`config.mk`:
```
export PLATFORM = sky130hd
export DESIGN_NAME = cpu_sequencer
export DESIGN_NICKNAME = d
export VERILOG_FILES = /design/src/rtl/cpu_sequencer.sv
export SDC_FILE = /design/constraint.sdc
export NUM_CORES = 1
export LEC_CHECK = 0
export CAP_MARGIN = 20
export CORE_MARGIN = 5
export CORE_UTILIZATION = 34
export DETAILED_ROUTE_END_ITERATION = 12
export PLACE_DENSITY = 0.77
export SYNTH_ARGS = -nofsm -noshare
export SYNTH_HDL_FRONTEND = slang
export SYNTH_SLANG_ARGS = --single-unit
```
`constraint.sdc`:
```
create_clock -name i_clk -period 1.5 [get_ports i_clk]
set_input_delay 0.15 -clock i_clk [delete_from_list [all_inputs] [get_ports i_clk]]
set_output_delay 0.15 -clock i_clk [all_outputs]
set_load 0.01 [all_outputs]
```
`src/rtl/cpu_sequencer.sv`:
```
// Timing and instruction sequencer for the 6502 core: owns TCU and IR, injects
// BRK for reset/NMI/IRQ, and freezes instruction progress while RDY stalls a read.
module cpu_sequencer #(
    parameter int MAX_T = 7
) (
    input  logic       i_clk,
    input  logic       i_reset_n,
    input  logic [7:0] i_data,
    input  logic [3:0] i_tcu_next,
    input  logic       i_rw,
    input  logic       i_rdy,
    input  logic       i_nmi_n,
    input  logic       i_irq_n,
    input  logic       i_p_i,
    output logic [7:0] o_ir,
    output logic [3:0] o_tcu,
    output logic       o_sync,
    output logic [1:0] o_int_type,
    output logic       o_int_inject,
    output logic       o_suppress_write,
    output logic [7:0] o_vector_lo,
    output logic       o_illegal
);

    localparam logic [3:0] MAX_TCU    = 4'(MAX_T);
    localparam logic [1:0] TYPE_OP    = 2'd0;
    localparam logic [1:0] TYPE_IRQ   = 2'd1;
    localparam logic [1:0] TYPE_NMI   = 2'd2;
    localparam logic [1:0] TYPE_RESET = 2'd3;

    logic [3:0] tcu, tcu_d;
    logic [7:0] ir, ir_d;
    logic [1:0] int_type, int_type_d;
    logic       nmi_latch, nmi_latch_d;
    logic       nmi_prev;
    logic       illegal, illegal_d;
    logic       stall, capture, nmi_fall;

    // RDY acts as a ready on read cycles only: a read with i_rdy low holds TCU,
    // IR and type; writes always complete regardless of i_rdy.
    always_comb begin
        stall    = ~i_rdy & i_rw;
        capture  = ~stall & (tcu == 4'd0);
        nmi_fall = nmi_prev & ~i_nmi_n;

        tcu_d       = tcu;
        ir_d        = ir;
        int_type_d  = int_type;
        nmi_latch_d = nmi_latch;
        illegal_d   = 1'b0;

        if (!stall) begin
            if (i_tcu_next > MAX_TCU) begin
                tcu_d     = 4'd0;
                illegal_d = 1'b1;
            end else begin
                tcu_d = i_tcu_next;
            end
        end

        if (capture) begin
            if (nmi_latch) begin
                ir_d        = 8'h00;
                int_type_d  = TYPE_NMI;
                nmi_latch_d = 1'b0;
            end else if (!i_irq_n && !i_p_i) begin
                ir_d       = 8'h00;
                int_type_d = TYPE_IRQ;
            end else begin
                ir_d       = i_data;
                int_type_d = TYPE_OP;
            end
        end

        // A new falling edge on the capture edge stays pending for the next T0.
        if (nmi_fall) begin
            nmi_latch_d = 1'b1;
        end
    end

    always_ff @(posedge i_clk or negedge i_reset_n) begin
        if (!i_reset_n) begin
            tcu       <= 4'd1;
            ir        <= 8'h00;
            int_type  <= TYPE_RESET;
            nmi_latch <= 1'b0;
            nmi_prev  <= 1'b1;
            illegal   <= 1'b0;
        end else begin
            tcu       <= tcu_d;
            ir        <= ir_d;
            int_type  <= int_type_d;
            nmi_latch <= nmi_latch_d;
            nmi_prev  <= i_nmi_n;
            illegal   <= illegal_d;
        end
    end

    always_comb begin
        case (int_type)
            TYPE_NMI:   o_vector_lo = 8'hFA;
            TYPE_RESET: o_vector_lo = 8'hFC;
            default:    o_vector_lo = 8'hFE;
        endcase
    end

    assign o_ir             = ir;
    assign o_tcu            = tcu;
    assign o_sync           = (tcu == 4'd0);
    assign o_int_type       = int_type;
    assign o_int_inject     = (int_type != TYPE_OP);
    assign o_suppress_write = (int_type == TYPE_RESET);
    assign o_illegal        = illegal;

endmodule

```
---- Yosys cells after proc, flatten, opt, wreduce, memory -nomap -nowiden ----
Index checks and enable logic that the tools add are counted.
Widths: inputs -> output; s select.
word-level totals
  register bits after elaboration ......... 17
  bits of input ports ..................... 19
  output and inout port bits .............. 26
  word-level logic and storage cells ...... 31
cells by class
  $lt $le $gt $ge ......................... 1
  equal/unequal tests ..................... 2
  mux-type cells .......................... 10
  bitwise logic cells ..................... 6
  reduce and logical (&&, ||, !) cells .... 6
operator list
  kind                number
  $mux 8              2
  $pmux 3 s2          1
  $mux 1              5
  $eq 2x2->1 const B  2
  $gt 4x3->1 const B  1
  $logic_not 4->1     1
  $mux 4              1
  $reduce_bool 2->1   2
  $and 1x1->1         3
  $not 1->1           3
  $logic_not 1->1     2
  $mux 2              1
  $logic_and 1x1->1   1

---- Longest topological paths before layout ----
  depth in word-level cells ............... 6
  depth in mapped cells ................... 4
  gate-level depth less buffers ........... 3

---- Least setup slack after synthesis ----
Ideal clock, no wire load.
  path type ............................... reg-to-reg
  start point ............................. register tcu[1], in the netlist o_tcu[1]
  end point ............................... register int_type[1], in the netlist o_int_type[1]
  library setup time ...................... 82 ps
  data arrival time ....................... 1526 ps
  data required time ...................... 1418 ps
  setup slack ............................. -108 ps
  cell stages (with the launch flop) ...... 5
  buffers on the path ..................... 1
  clock period less this slack ............ 1608 ps
  path through ............................ dfrtp_1 -> nor4_4 -> nand2_4 -> buf_6 -> mux2_4
between the ends
  word-level cells in the longest chain between the ends .. 2
RTL lines
  what                    RTL line  source
  from (decl)             31        logic [3:0] tcu, tcu_d;
  from (signal assigned)  90        tcu <= tcu_d;
  $logic_not 4->1         --
  named net o_sync        17        output logic o_sync,
  $and 1x1->1             43        capture = ~stall & (tcu == 4'd0);
  to (signal assigned)    92        int_type <= int_type_d;
  to (decl)               33        logic [1:0] int_type, int_type_d;
The timed path passes the listed nets, and every way through them passes these cells.
A chain may end at the register's enable or synchronous reset.

---- Worst setup path after layout ----
  start point ............................. register tcu[1], in the netlist o_tcu[1]
  end point ............................... output o_tcu[1]
RTL lines
  what       RTL line  source
  to (decl)  16        output logic [3:0] o_tcu,
No word-level cell between the ends.

==> summary.txt <==
STA
  • RSZ-0062 raised after global routing: no
  • Fraction of the cycle the final worst path needs: 0.9552
  • Final hold violation count: 0
  • Max-slew violation count: 0
  • Min Tclk post-route: 1.433 ns
  • Final setup viols: 0
  • Final Skew: 0.003856 ns
  • Post-Route Setup TNS: 0 ns
  • FMAX: 0.6979 GHz
  • Final WS setup: 0.06717 ns

Drt
  • Met2 WL post-DR: 847 um
  • Drt first-iter violations: 6
  • M1 WL: 797 um
  • DR WL/cell: 13.62 um
  • Wire length on met3: ~220 um
  • Uppermost layer routed: met4
  • Post-DR vias/cell: roughly 4.7
  • DRT antenna net count: 0
  • Vias: 647
  • Pre-Repair DR Iteration Count: 4
  • DRC Markers: 0
  • DRT Wirelength: 1.893 mm

Power
  • Peak VDD IR: 0.0004904 V
  • Power density cells: around 990 mW/mm^2
  • Pleak: between 0.5 and 0.6 nW

GRT
  • Gr ovfl total: 0
  • Initial antenna violation count: 0
  • Number of global-route vias before repair: between 600 and 700
  • Overall routing resource usage: 0.1183
  • First-pass GRT wire length: slightly above 3 mm
  • Largest net degree at the start of global routing: 18

Critical path
  • FF-to-FF path depth: 4
  • Critical path type: register to primary output
  • Critical path cell sequence: clkdlybuf4s50_1
  • Critical path buffer and inverter count: 1
  • R2R Path End: o_int_type[1]$_DFFE_PN1P_
  • Worst setup endpoint: o_tcu[1]
  • Critical path arrival: 1.28 ns
  • Max FO, Critical Path: 3
  • Crit start category: register
  • Endpoint class of the critical path: primary output
  • Levels on crit path: 1
  • Req. time, crit path: 1.35 ns
  • Critical Path Slowest Stage Cell: clkdlybuf4s50_1
  • Critical path launch point: o_tcu[1]$_DFFE_PN0N_
  • FF-to-FF Start: o_tcu[1]$_DFFE_PN0N_
  • Reg2Reg Setup Slack: 0.07 ns
  • CP delay by family, top: buffers and inverters
  • CP max stage delay: approximately 0.57 ns

Layout
  • Fill count: between 200 and 250
  • Ratio of cells with drive above 1 in the final layout: 0.2252
  • Fin nets: around 130
  • Area Overhead vs Synth: 53.48%
  • Final core utilization: 0.5563
  • # diodes: 0

Floorplan
  • Die area: approximately 0.0035 sq mm
  • CORE AREA: approximately 0.0022 sq mm
  • Die X: 58.80 um
  • Die Y: slightly below 60 um
  • Initial Util: 0.3625
  • Num rows: 17
  • I/O pin count: 45

Synthesis
  • EDFF count, synth: 0
  • Sequential fraction of the synthesis area: 0.5317
  • Share of the synthesized area in the top cell type: 0.4019
  • Cell with the most instances after synthesis: dfrtp_1
  • Top cells by count, synth: 13 x dfrtp_1, 8 x nand4_1, 7 x nand2_1, 6 x buf_4, 5 x a21bo_2
  • Ys async rst share: 1.000
  • Synthesized cell area: 809.5 sq um
  • Post-synthesis instance total: 69
  • Cell taking the most area after synthesis: dfrtp_1
  • Synth top area cells: dfrtp_1 40%, dfstp_2 13%, a21bo_2 6.2%
  • Leading register cell type out of synthesis: dfrtp_1
  • Netlist cell types: 24
  • #FFs+latches synth: 17
  • Syn. warnings: 0
  • Synthesized area per cell: 11.73 sq um

Outcome
  • Status: completed

Place
  • Setup WS pre-CTS: 0.04526 ns
  • Placer Congestion: around 0.75
  • Detail Placement HPWL: 1.518 mm
  • Number of port buffers: 38

Clocking
  • CTS tree: built
  • Clock buffer count from CTS: 3
  • Clk Tree Root Cell: clkbuf_4
  • Clock Path Buffers: 2
  • Cts hold-fix bufs: 0
  • Reg clk slew, reported paths: roughly 0.090 ns
  • CTS H-tree lvls: 1
  • Worst skew pair latency: 0.28 ns
  • CTS sink count: 17

Worst hold path
  • Min-Delay Path Class: primary input to async pin

Job
  • MaxCap Viol Count: 0
==> power by group <==
| group | internal [mW] | total (mW) | leakage, nW | switching (mW) |
|---|---|---|---|---|
| logic | 0.255 | 0.423 | 0.370 | 0.168 |
| clock network | 0.103 | 0.233 | 0.0150 | 0.130 |
| registers | 0.531 | 0.575 | 0.211 | 0.0439 |
| total | 0.889 | 1.23 | 0.596 | 0.342 |
==> cell usage in the layout (no fill, tap or decap) <==
master / netlist / routed
mux2_2: 1 / 1
dlygate4sd2_1: 0 / 7
nand2b_1: 2 / 2
a21bo_2: 5 / 5
nand2_1: 7 / 7
clkbuf_2: 0 / 1
buf_4: 6 / 3
nor3_1: 1 / 1
nor2b_1: 1 / 1
nand3b_1: 3 / 3
and2_1: 2 / 2
conb_1: 2 / 6
clkbuf_1: 1 / 1
or2_2: 1 / 1
nand2_4: 1 / 1
nor4_4: 1 / 1
buf_6: 1 / 1
a22o_2: 1 / 1
clkbuf_4: 0 / 3
clkdlybuf4s50_1: 0 / 30
buf_12: 0 / 1
mux2_4: 1 / 1
a21bo_1: 3 / 3
dfrtp_1: 13 / 13
nand4_1: 8 / 8
o21ba_2: 1 / 1
inv_1: 2 / 2
dfstp_2: 4 / 4
==> registers in the layout, indices dropped and copies added, names as in the netlist <==
signal,cells
o_illegal,1
nmi_latch,1
nmi_prev,1
o_int_type,2
o_tcu,4
o_ir,8
==> per-layer routing <==
layer | global-route usage | vias to the layer above
li1 | - | 310
met1 | 0.1399 | 300
met2 | 0.1893 | 35
met3 | 0.04167 | 2
met4 | 0.05825 | 0
met5 | 0 | -
==> cell families after synthesis <==
kind of cell           after synthesis  synth area share
DFF                                 17            0.5317
buffers and inverters               11           0.08809
AOI/OAI and AO/OA                   10            0.1237
and+or+nand+nor                     27            0.2148
other                                2          0.009277
muxes                                2           0.03245
==> stage by stage <==
step	instance area (sq um)	std cells	total power, mW	hold WS (ns)
6_report	1242	139	1.231	0.1852
5_1_grt	1242	139	1.320	0.1832
3_5_place_dp	1199	133	1.024	0.4672
2_1_floorplan	824.5	73	0.7804	-0.1456
4_1_cts	1215	137	1.232	0.1832
3_3_place_gp	1199	133	1.013	0.4652
==> worst min path at each step <==
stage,to,from
2_1_floorplan,nmi_latch$_DFFE_PN0P_,i_reset_n
4_1_cts,nmi_latch$_DFFE_PN0P_,i_reset_n
3_5_place_dp,o_ir[0]$_DFFE_PN0P_,o_ir[0]$_DFFE_PN0P_
3_3_place_gp,o_ir[0]$_DFFE_PN0P_,o_ir[0]$_DFFE_PN0P_
6_report,o_ir[5]$_DFFE_PN0P_,i_reset_n
5_1_grt,nmi_latch$_DFFE_PN0P_,i_reset_n
==> repair_timing <==
item	4_1_cts	5_1_grt
buffers inserted	0	2
gates resized for setup	8	3
endpoints found under the hold margin	0	0
setup endpoints to repair	8	6
pin swaps	0	1
==> final cells by class <==
cell class | count | area (sq um) | area share
Clock buffer | 4 | 26.28 | 0.02115
Inverter | 2 | 7.507 | 0.006042
Multi-Input combinational cell | 45 | 322.8 | 0.2598
Sequential cell | 17 | 430.4 | 0.3464
Tap cell | 28 | 35.03 | 0.02820
Timing Repair Buffer | 43 | 420.4 | 0.3384
Note: power is estimated with default switching activity, not from simulation.
